File: config.mk
export PLATFORM = sky130hd
export DESIGN_NAME = booth_radix4_seq_flat
export DESIGN_NICKNAME = d
export VERILOG_FILES = /design/src/rtl/booth_radix4_seq_if.sv /design/src/rtl/booth_radix4_seq.sv /design/src/flat_wrapper.sv
export SDC_FILE = /design/constraint.sdc
export NUM_CORES = 1
export LEC_CHECK = 0
export ABC_AREA = 1
export BUFFER_PORTS_ARGS = -buffer_cell sky130_fd_sc_hd__buf_2
export CORE_ASPECT_RATIO = 0.5
export CORE_UTILIZATION = 40
export CTS_CLUSTER_DIAMETER = 100
export DETAILED_ROUTE_END_ITERATION = 12
export SLEW_MARGIN = 20
export SYNTH_ARGS = -nofsm -noshare
export SYNTH_HDL_FRONTEND = slang
export SYNTH_SLANG_ARGS = --single-unit
File: constraint.sdc
create_clock -name clk -period 3.15 [get_ports clk]
set_input_delay 0.63 -clock clk [delete_from_list [all_inputs] [get_ports clk]]
set_output_delay 0.63 -clock clk [all_outputs]
set_load 0.02 [all_outputs]
File: src/rtl/booth_radix4_seq_if.sv
// Operand/result handshake bundle for booth_radix4_seq.
// Optional macro BOOTH_UNSIGNED_EN adds the op_signed operand-side signal.
// Both sides use valid/ready: a transfer happens on a rising clk edge where
// valid and ready are both high; valid, once raised, holds its payload stable
// until that edge; ready never depends combinationally on valid.
interface booth_radix4_seq_if #(
    parameter int WIDTH = 8
);
    logic                 in_valid;
    logic                 in_ready;
    logic [WIDTH-1:0]     multiplicand;
    logic [WIDTH-1:0]     multiplier;
`ifdef BOOTH_UNSIGNED_EN
    logic                 op_signed;
`endif
    logic                 out_valid;
    logic                 out_ready;
    logic [2*WIDTH-1:0]   product;

    // Producer of operands and consumer of products.
    modport master (
        output in_valid,
        output multiplicand,
        output multiplier,
`ifdef BOOTH_UNSIGNED_EN
        output op_signed,
`endif
        output out_ready,
        input  in_ready,
        input  out_valid,
        input  product
    );

    // The multiplier itself.
    modport slave (
        input  in_valid,
        input  multiplicand,
        input  multiplier,
`ifdef BOOTH_UNSIGNED_EN
        input  op_signed,
`endif
        input  out_ready,
        output in_ready,
        output out_valid,
        output product
    );
endinterface

File: src/rtl/booth_radix4_seq.sv
// Iterative radix-4 Booth multiplier: one Booth digit per clock, full
// 2*WIDTH product held under back-pressure.
// Optional macro BOOTH_UNSIGNED_EN: adds op_signed and one extra digit so
// unsigned operands are exact too; otherwise operands are always signed.
module booth_radix4_seq #(
    parameter int WIDTH = 8
) (
    input  logic                 clk,
    input  logic                 resetn,
    booth_radix4_seq_if.slave    bus,
    output logic [1:0]           dbg_state
);

    if (((WIDTH % 2) != 0) || (WIDTH < 4)) begin : g_bad_width
        $error("booth_radix4_seq: WIDTH must be even and >= 4");
    end

`ifdef BOOTH_UNSIGNED_EN
    localparam int N  = WIDTH / 2 + 1;
    localparam int AW = WIDTH + 2;
`else
    localparam int N  = WIDTH / 2;
    localparam int AW = WIDTH;
`endif
    // Accumulator layout: {upper WIDTH+2 partial-sum bits, A_ext, Booth guard bit}
    localparam int ACC_W = (WIDTH + 2) + AW + 1;
    localparam int CNT_W = $clog2(N + 1);

    typedef enum logic [1:0] {
        IDLE = 2'd0,
        CALC = 2'd1,
        DONE = 2'd2
    } state_t;

    state_t               state, state_next;
    logic [ACC_W-1:0]     acc;
    logic [WIDTH+1:0]     m_ext;
    logic [CNT_W-1:0]     cnt;
    logic [2*WIDTH-1:0]   product_r;

    logic                 accept;
    logic                 finish;
    logic [WIDTH+1:0]     m_load;
    logic [AW-1:0]        a_load;
    logic [WIDTH+1:0]     addend;
    logic [WIDTH+1:0]     sum_upper;
    logic [ACC_W-1:0]     acc_sum;
    logic [ACC_W-1:0]     acc_step;

    assign bus.in_ready  = (state == IDLE);
    assign bus.out_valid = (state == DONE);
    assign bus.product   = product_r;
    assign dbg_state     = state;

    // Operand extension for the load: sign- or zero-extend per operation type.
`ifdef BOOTH_UNSIGNED_EN
    assign m_load = bus.op_signed ? {{2{bus.multiplicand[WIDTH-1]}}, bus.multiplicand}
                                  : {2'b00, bus.multiplicand};
    assign a_load = bus.op_signed ? {{2{bus.multiplier[WIDTH-1]}}, bus.multiplier}
                                  : {2'b00, bus.multiplier};
`else
    assign m_load = {{2{bus.multiplicand[WIDTH-1]}}, bus.multiplicand};
    assign a_load = bus.multiplier;
`endif

    // State register.
    always_ff @(posedge clk or negedge resetn) begin
        if (!resetn) state <= IDLE;
        else         state <= state_next;
    end

    // Next-state decode and accept/finish strobes.
    always_comb begin
        state_next = state;
        accept     = 1'b0;
        finish     = 1'b0;
        case (state)
            IDLE: begin
                if (bus.in_valid) begin
                    accept     = 1'b1;
                    state_next = CALC;
                end
            end
            CALC: begin
                if (cnt == CNT_W'(N - 1)) begin
                    finish     = 1'b1;
                    state_next = DONE;
                end
            end
            DONE: begin
                if (bus.out_ready) state_next = IDLE;
            end
            default: state_next = IDLE;
        endcase
    end

    // One Booth step: select the digit's addend, add into the upper field, shift by 2.
    always_comb begin
        addend = '0;
        case (acc[2:0])
            3'b001, 3'b010: addend = m_ext;
            3'b011:         addend = {m_ext[WIDTH:0], 1'b0};
            3'b100:         addend = '0 - {m_ext[WIDTH:0], 1'b0};
            3'b101, 3'b110: addend = '0 - m_ext;
            default:        addend = '0;
        endcase
        sum_upper = acc[ACC_W-1 -: (WIDTH + 2)] + addend;
        acc_sum   = {sum_upper, acc[AW:0]};
        acc_step  = {{2{acc_sum[ACC_W-1]}}, acc_sum[ACC_W-1:2]};
    end

    // Datapath registers: load on accept, step in CALC, capture product on the last step.
    always_ff @(posedge clk or negedge resetn) begin
        if (!resetn) begin
            acc       <= '0;
            m_ext     <= '0;
            cnt       <= '0;
            product_r <= '0;
        end else if (accept) begin
            m_ext <= m_load;
            acc   <= {{(WIDTH + 2){1'b0}}, a_load, 1'b0};
            cnt   <= '0;
        end else if (state == CALC) begin
            acc <= acc_step;
            cnt <= cnt + 1'b1;
            if (finish) product_r <= acc_step[2*WIDTH:1];
        end
    end

endmodule

File: src/flat_wrapper.sv
// flat-port wrapper written by rule: the top's interface ports become plain ports
module booth_radix4_seq_flat 
#(
    parameter int WIDTH = 8
)
  (clk, resetn, dbg_state, bus_in_valid, bus_multiplicand, bus_multiplier, bus_out_ready, bus_in_ready, bus_out_valid, bus_product);
  booth_radix4_seq_if #(.WIDTH(WIDTH)) bus_i ();
  input  logic clk;
  input  logic resetn;
  output logic [1:0] dbg_state;
  input wire logic [$bits(bus_i.in_valid)-1:0] bus_in_valid;
  input wire logic [$bits(bus_i.multiplicand)-1:0] bus_multiplicand;
  input wire logic [$bits(bus_i.multiplier)-1:0] bus_multiplier;
  input wire logic [$bits(bus_i.out_ready)-1:0] bus_out_ready;
  output wire logic [$bits(bus_i.in_ready)-1:0] bus_in_ready;
  output wire logic [$bits(bus_i.out_valid)-1:0] bus_out_valid;
  output wire logic [$bits(bus_i.product)-1:0] bus_product;
  assign bus_i.in_valid = bus_in_valid;
  assign bus_i.multiplicand = bus_multiplicand;
  assign bus_i.multiplier = bus_multiplier;
  assign bus_i.out_ready = bus_out_ready;
  assign bus_in_ready = bus_i.in_ready;
  assign bus_out_valid = bus_i.out_valid;
  assign bus_product = bus_i.product;
  booth_radix4_seq #(.WIDTH(WIDTH)) u_core (.clk(clk), .resetn(resetn), .bus(bus_i), .dbg_state(dbg_state));
endmodule
==> metrics.cfg <==
[status]
status = finished clean

[drt]
dr_total_vias = 2244
wl_per_cell_um = 13.8
ant_nets = 0
drt-pass1-iter-count = 4
drc = 0
drt_iter0_markers = 112
vias_per_cell = 5.00
totalWireLength_mm = 6.18

[yosys]
yosysMostFrequentCell = nand2_1
synth_enable_flop_cells = 0
synth.top_cell.area_share = 0.435
async_flop_share = 1.00
synth_area_leaders = dfrtp_1, nand2_1, o21ai_0, ha_1, inv_1
synth_largest_area_cell = dfrtp_1
synth_nets = 355
syn_area_sq_um = 2650
ys_top_cells_by_count = nand2_1, dfrtp_1, inv_1
avgSynthCellArea_sq_um = 8.23
ys_types = 33
synth_ff_type = dfrtp_1
synth-seq-cells = 46
ys_warn_count = 0
synth.yosys.seq_area_share = 0.435
syn-instance-count = 322

[cts]
cts_tree = built
cts_hold_buf = 0
cts_buffer_depth = 2
path_clk_slew_ns = 0.07
cts.repair.resized = 0
htree_levels = 2
insertion_delay_ns = 0.29
numCtsBuffers = 5
root_buffer = clkbuf_16
post_cts_buffers = 0
clock-sinks = 46

[sta]
finClkSkew_ns = 0.00271
finalHoldViolCount = 0
min_period_over_period = 0.869
period_minus_slack_ns = 2.74
setup_viol = 0
slew_headroom = 0.606
worst_pin_slew_ns = 0.591
drv_slew = 0
fin_setup_tns_ns = 0
rsz0062_at_grt = false
fmax_mhz = 365

[floorplanning]
die_area_sq_um = 6970
num_rows = 20
core_sq_um = 6230
die_h_um = 59.5
start_util = 0.425
die_x_um = 117
io_pins = 40

[place]
io_buffers = 39
place.gp.congestion = 0.918
dp_hpwl_mm = 4.55

[global_route]
overflow = 0
grt_max_degree = 47
antenna_found_initial = 0
grt_pass1_vias = 2059
grtUsageTotal = 0.197
grt_pass1_wl_mm = 10.2

[critical_path]
arrival_ns = 2.88
critPathLaunchType = flip-flop
cp_cell_sequence = inv_1, ha_1, inv_1, nor2_2, nand2_1, xor2_1, o21ai_0, ha_1, a21oi_1, nand2_1, a21oi_1, xor2_1, o21ai_0
crit_fanout = 6
worst-r2r-cell-count = 13
crit_required_ns = 3.29
endpoint_kind = flip-flop
critPathSlowestCell = dfrtp_1
worstSetupPathType = reg -> reg
cpPeakStageDelay_ns = 0.36

[finish]
final_layout_size_suffix_gt1_frac = 0.194
area_growth_pct = 15.5
num-nets-final = 393
diodes = 0

[flow_run]
maxCapViolCount = 0

[hold_path]
hold_path_class = in -> async

==> flip-flops by register name, indices dropped and copies added, names as in the netlist <==
signal,cells
u_core.m_ext,8
u_core.dbg_state,2
u_core.acc,17
u_core.cnt,3
u_core.bus.product,16
==> final timing paths <==
kind	from	end	slack, ns
worst max register to register	u_core.m_ext[0]	u_core.bus.product[11]	0.41
max in group asynchronous	resetn	u_core.m_ext[7]	2.41
worst min register to register	u_core.bus.product[12]	u_core.bus.product[12]	0.47
worst max-delay path	u_core.m_ext[0]	u_core.bus.product[11]	0.41
worst min-delay path	resetn	u_core.bus.product[0]	0.34
min in group clk	u_core.bus.product[12]	u_core.bus.product[12]	0.47
==> kinds of logic (layout without fill, tap and decap cells) <==
kind of cell | count (synthesis) | after routing | synth area share
xor gates and xnor gates | 9 | 9 | 0.0298
and+or+nand+nor | 137 | 137 | 0.234
adders and majority gates | 13 | 13 | 0.0642
buffers and inverters | 49 | 88 | 0.0827
AOI/OAI and AO/OA | 68 | 68 | 0.155
DFF | 46 | 46 | 0.435
==> metal layers <==
metal  vias to the layer above  global-route usage  part of all wire
met5                         -                   0                 0
met1                      1058               0.292              0.52
met3                         4              0.0481             0.051
li1                       1131                   -                 -
met4                         0              0.0506            0.0065
met2                        51               0.286              0.42
==> final cells by class <==
cell class	instances	area (sq um)
multi-input combinational	227	1280
timing repair buffer	39	198
fill	606	3170
sequential	46	1150
clock inverter	3	43.8
clock buffer	5	125
tap	88	110
inverter	41	154
==> per-stage QoR <==
step	std cells	instance area, sq um	setup slack (ns)	util	hold WS [ns]
5_1_grt	449	3060	0.178	0.491	0.393
6_report	449	3060	0.413	0.491	0.343
3_5_place_dp	441	2890	0.501	0.464	0.460
3_3_place_gp	441	2890	0.492	0.464	0.460
2_1_floorplan	322	2650	0.889	-	0.334
4_1_cts	449	3060	0.445	0.491	0.479
==> critical path, delay by kind of cell (launching register included) <==
| kind | cells | cell delay, ns |
|---|---|---|
| AOI/OAI and AO/OA | 4 | 0.77 |
| xor gates and xnor gates | 2 | 0.36 |
| adders and majority gates | 2 | 0.56 |
| buffers and inverters | 2 | 0.22 |
| DFF | 1 | 0.36 |
| and+or+nand+nor | 3 | 0.32 |
==> cell usage in the layout (no fill, tap or decap) <==
cell type,count
a21o_1,2
a21oi_1,9
a21oi_2,1
a22o_1,1
a22oi_1,5
a31oi_1,1
buf_2,38
buf_4,1
bufinv_16,1
clkbuf_16,5
clkinv_2,1
dfrtp_1,46
fa_1,1
ha_1,12
inv_1,36
inv_2,5
inv_6,1
nand2_1,84
nand2_2,3
nand3_1,15
nand3_2,1
nand3_4,1
nand3b_1,4
nand4_1,3
nor2_1,19
nor2_2,3
nor2_4,3
nor3_2,1
o211ai_1,2
o21ai_0,32
o21ai_2,5
o21bai_1,1
o221ai_1,2
o22ai_1,6
o31ai_1,1
xnor2_1,3
xor2_1,6
Power is left out: the tool's default activity adds up to more than one toggle a clock period on the data nets, which glitch-free logic cannot reach.
